<file path="src/rtl/channel_merge.sv">
// 2-to-1 round-robin merge of two request/valid/data producer channels into one consumer channel via a small FIFO.
// Optional feature macro: CHANNEL_MERGE_SRC_EN adds a per-word source tag output (channel_read_src).
module channel_merge #(
  parameter int DATA_WIDTH = 32,
  parameter int DEPTH      = 2
) (
  input  logic                  clk,
  input  logic                  reset_n,
  input  logic [DATA_WIDTH-1:0] p0_write_data,
  input  logic                  p0_write_valid,
  output logic                  p0_write_request,
  input  logic [DATA_WIDTH-1:0] p1_write_data,
  input  logic                  p1_write_valid,
  output logic                  p1_write_request,
  output logic [DATA_WIDTH-1:0] channel_read_data,
  output logic                  channel_read_valid,
  input  logic                  channel_read_request
`ifdef CHANNEL_MERGE_SRC_EN
  ,
  output logic                  channel_read_src
`endif
);

  localparam int AW = $clog2(DEPTH);

  logic [AW:0]           count_q, count_d;
  logic [AW-1:0]         wr_ptr_q, wr_ptr_d;
  logic [AW-1:0]         rd_ptr_q, rd_ptr_d;
  logic                  rr_q, rr_d;
  logic [DATA_WIDTH-1:0] mem_q [DEPTH];

  logic                  non_empty_s;
  logic                  pop_s;
  logic                  push_s;
  logic                  space_s;
  logic                  grant0_s;
  logic                  grant1_s;
  logic [DATA_WIDTH-1:0] push_data_s;

  assign non_empty_s = (count_q != {(AW+1){1'b0}});
  assign pop_s       = channel_read_request && non_empty_s;
  // A full FIFO still has room when the head word leaves in the same cycle.
  assign space_s     = (count_q < (AW+1)'(DEPTH)) || pop_s;

  // Round-robin grant; held off while reset is asserted so no word is taken during reset.
  always_comb begin
    grant0_s = 1'b0;
    grant1_s = 1'b0;
    if (!reset_n || !space_s) begin
      grant0_s = 1'b0;
      grant1_s = 1'b0;
    end else if (!rr_q) begin
      if (p0_write_valid) begin
        grant0_s = 1'b1;
      end else begin
        grant1_s = p1_write_valid;
      end
    end else begin
      if (p1_write_valid) begin
        grant1_s = 1'b1;
      end else begin
        grant0_s = p0_write_valid;
      end
    end
  end

  assign p0_write_request = grant0_s;
  assign p1_write_request = grant1_s;
  assign push_s           = grant0_s || grant1_s;
  assign push_data_s      = grant1_s ? p1_write_data : p0_write_data;

  // Next-state for pointers, occupancy and the round-robin preference.
  always_comb begin
    wr_ptr_d = push_s ? (wr_ptr_q + AW'(1)) : wr_ptr_q;
    rd_ptr_d = pop_s  ? (rd_ptr_q + AW'(1)) : rd_ptr_q;
    rr_d     = push_s ? grant0_s : rr_q;
    case ({push_s, pop_s})
      2'b10:   count_d = count_q + (AW+1)'(1);
      2'b01:   count_d = count_q - (AW+1)'(1);
      default: count_d = count_q;
    endcase
  end

  // Control state registers.
  always_ff @(posedge clk or negedge reset_n) begin
    if (!reset_n) begin
      count_q  <= {(AW+1){1'b0}};
      wr_ptr_q <= {AW{1'b0}};
      rd_ptr_q <= {AW{1'b0}};
      rr_q     <= 1'b0;
    end else begin
      count_q  <= count_d;
      wr_ptr_q <= wr_ptr_d;
      rd_ptr_q <= rd_ptr_d;
      rr_q     <= rr_d;
    end
  end

  // Payload storage.
  always_ff @(posedge clk or negedge reset_n) begin
    if (!reset_n) begin
      for (int i = 0; i < DEPTH; i++) begin
        mem_q[i] <= {DATA_WIDTH{1'b0}};
      end
    end else if (push_s) begin
      mem_q[wr_ptr_q] <= push_data_s;
    end
  end

  assign channel_read_valid = non_empty_s;
  assign channel_read_data  = non_empty_s ? mem_q[rd_ptr_q] : {DATA_WIDTH{1'b0}};

`ifdef CHANNEL_MERGE_SRC_EN
  logic src_q [DEPTH];

  // Source tag storage, written alongside the payload.
  always_ff @(posedge clk or negedge reset_n) begin
    if (!reset_n) begin
      for (int i = 0; i < DEPTH; i++) begin
        src_q[i] <= 1'b0;
      end
    end else if (push_s) begin
      src_q[wr_ptr_q] <= grant1_s;
    end
  end

  assign channel_read_src = non_empty_s ? src_q[rd_ptr_q] : 1'b0;
`endif

endmodule
</file>
<file path="config.mk">
export PLATFORM = sky130hd
export DESIGN_NAME = channel_merge
export DESIGN_NICKNAME = d
export VERILOG_FILES = /design/src/rtl/channel_merge.sv
export SDC_FILE = /design/constraint.sdc
export NUM_CORES = 1
export LEC_CHECK = 0
export CAP_MARGIN = 20
export CORE_AREA = 2 2 107 109
export DETAILED_ROUTE_END_ITERATION = 10
export DIE_AREA = 0 0 109 111
export PLACE_DENSITY = 0.73
export SLEW_MARGIN = 40
export SYNTH_ARGS = -nofsm -noshare
export SYNTH_HDL_FRONTEND = slang
export SYNTH_SLANG_ARGS = --single-unit
</file>
<file path="constraint.sdc">
create_clock -name clk -period 3.7 [get_ports clk]
set_clock_uncertainty 0.05 [all_clocks]
set_input_delay 0.74 -clock clk [delete_from_list [all_inputs] [get_ports clk]]
set_output_delay 0.74 -clock clk [all_outputs]
set_load 0.005 [all_outputs]
</file>
==> flow_metrics.tcl <==
set metrics [dict create \
    die_area_mm2 0.0121 \
    globalplace.congestion 0.755 \
    required_ns 2.91 \
    drive_gt1_frac 0.122 \
    finalPower_uw 4770 \
    p_leak_uw 0.00215 \
    period_minus_slack_ns 3.06 \
    clockBufferDepth 2 \
    syn_area_per_cell_um2 9.51 \
    grt.overflow.total 0 \
    ys_types 31 \
    yosys_warnings 0 \
    cts_buffers 9 \
    ys_seq_area_frac 0.405 \
    drcViolationCount 0 \
    critPathKind "primary input to primary output" \
    pwr-share-clk 0.217 \
    port_buffers 103 \
    n_antenna_cell 0 \
    max_slew_margin 0.478 \
    max-cap-violations 0 \
    p_seq_frac 0.294 \
    firstDrtPassIters 5 \
    fp.dieW_um 109 \
    synth_common_cells "129 x a31oi_1, 69 x dfrtp_1, 34 x nor2_1" \
    path_max_fanout 6 \
    rr_endpoint "mem_q[2]" \
    start_util 0.385 \
    wl_per_cell_um 19.1 \
    synthFlopType "dfrtp_1" \
    final.setup.tns_ns 0 \
    cts_tree "built" \
    cts_sinks 69 \
    drt_iter0_markers 324 \
    rsz0062_at_grt "false" \
    cts-root-buf "clkbuf_16" \
    combPwrFrac 0.490 \
    antenna_found_initial 0 \
    place_hpwl_mm 7.84 \
    placeableCoreArea_mm2 0.0111 \
    synth_top_area_frac 0.405 \
    syn_to_final_growth_pct 32.2 \
    yosys.area.top_type "dfrtp_1" \
    synth-edff-count 0 \
    run_status "complete, no violations" \
    cts_hold_buf 0 \
    yosysMostFrequentCell "a31oi_1" \
    grt_max_degree 88 \
    maxSlewViolCount 0 \
    synth_nets 518 \
    r2r-start "count_q[1]" \
    regToRegSetupSlack_ns 1.44 \
    vias_per_cell 6.17 \
    synth_seq_cells 69 \
    postRouteWirelength_mm 12.6 \
    syn_area_mm2 0.00426 \
    arrival_ns 2.27 \
    tightest_slew_ns 0.781 \
    ant_nets 0 \
    startpoint_type "primary input" \
    clk-insertion-delay-late_ns 0.33 \
    grt_pass1_wl_mm 20.4 \
    vias 4064 \
    yosys-top-cells-area "dfrtp_1 41%, a31oi_1 19%, mux2i_1 7.5%" \
    grt_pass1_vias 3943 \
    hold_viol_final 0 \
    r2r_cells 5 \
    nNetsFinal 581 \
    holdWs_ns 0.493 \
    p_sw_frac 0.360 \
    fmax_mhz 327 \
    hold_class "primary input to async pin" \
    fin_crit_sh 0.826 \
    die_height_um 111 \
    rows 39 \
    peakVddDrop_uv 338 \
    setup_viol 0 \
    async_flop_share 1.00 \
    grt_usage 0.214 \
    cts.clk_slew.worst_paths_ns 0.06 \
    p_sw_uw 1720 \
    post_cts_resized 0 \
    syn_inst 448 \
    postCtsSetupRepairBufs 0 \
    endpoint_kind "primary output" \
    powerDensity_mw_per_mm2 846 \
    pin_count 104 \
    htree_num_levels 3 \
    intPower_uw 3050 \
]
[kinds of logic (layout without fill, tap and decap cells)]
| logic type | count (synthesis) | in the layout | synth area share |
|---|---|---|---|
| AO/OA/AOI/OAI | 166 | 166 | 0.287 |
| AND/OR/NAND/NOR | 106 | 106 | 0.138 |
| flip-flops | 69 | 69 | 0.405 |
| buffers and inverters | 69 | 137 | 0.0810 |
| multiplexers | 32 | 32 | 0.0752 |
| XOR/XNOR | 5 | 5 | 0.0103 |
| adder cells (fa/ha/maj) | 1 | 1 | 0.00294 |
[sequential cells by signal, summed over array words and instances, names as in the netlist]
signal    count
wr_ptr_q      1
rd_ptr_q      1
rr_q          1
mem_q        64
count_q       2
[layer usage]
metal,track usage,vias to the layer above,wire (um)
li1,-,1890,-
met1,0.304,1979,5460
met2,0.325,176,6010
met3,0.0364,19,919
met4,0.0795,0,199
met5,0,-,0
[worst max path at each step]
| stage | slack, ns | from | end |
|---|---|---|---|
| 3_5_place_dp | 0.60 | channel_read_request | mem_q[23] |
| 3_3_place_gp | 0.66 | channel_read_request | mem_q[2] |
| 2_1_floorplan | 1.31 | reset_n | p1_write_request |
| 6_report | 0.64 | p0_write_valid | p1_write_request |
| 4_1_cts | 0.66 | p0_write_valid | p1_write_request |
| 5_1_grt | 0.53 | p0_write_valid | p1_write_request |
[critical path, cell delays in order]
cell and delay [ns]:
clkdlybuf4s50_1 0.50, nor2b_4 0.17, nor4_1 0.28, clkdlybuf4s50_1 0.58
[layout by cell type (no fill, tap or decap), types with 2 or more instances in the layout]
master,netlist,layout
a31oi_1,129,129
and3_1,2,2
buf_4,3,14
bufinv_16,0,4
clkbuf_16,0,9
clkdlybuf4s50_1,0,101
clkinv_2,0,2
dfrtp_1,69,68
mux2i_1,32,32
nand2_1,32,32
nor2_1,34,33
nor2b_4,2,2
o41ai_1,19,19
o41ai_2,13,13
or4_1,22,22
or4_4,10,10
xnor2_1,3,3
xor2_1,2,2
[area by class of cell]
cell class                      count  area [um2]
Sequential cell                    69        1730
Fill cell                        1003        5440
Clock inverter                      7         138
Clock buffer                        9         225
Tap cell                          143         179
Multi-Input combinational cell    310        2200
Inverter                            3        11.3
Timing Repair Buffer              118        1150
[power by group through the flow]
stage          sequential (uW)  combinational [uW]  clock (uW)
5_1_grt                   1450                2540        1090
2_1_floorplan             1290                1380           0
3_5_place_dp              1410                2320           0
6_report                  1400                2330        1030
4_1_cts                   1400                2340        1040
3_3_place_gp              1380                2280           0
[per-stage QoR]
step	worst slack (ns)	util	instance area, um2	cells
final	0.643	0.509	5630	659
after global routing	0.533	0.509	5630	659
after CTS	0.655	0.508	5630	659
after detailed placement	0.598	0.475	5270	643
after global placement	0.656	0.475	5270	643
after floorplan	1.31	-	4260	448
No activity file was read; power rests on OpenSTA's default activity.
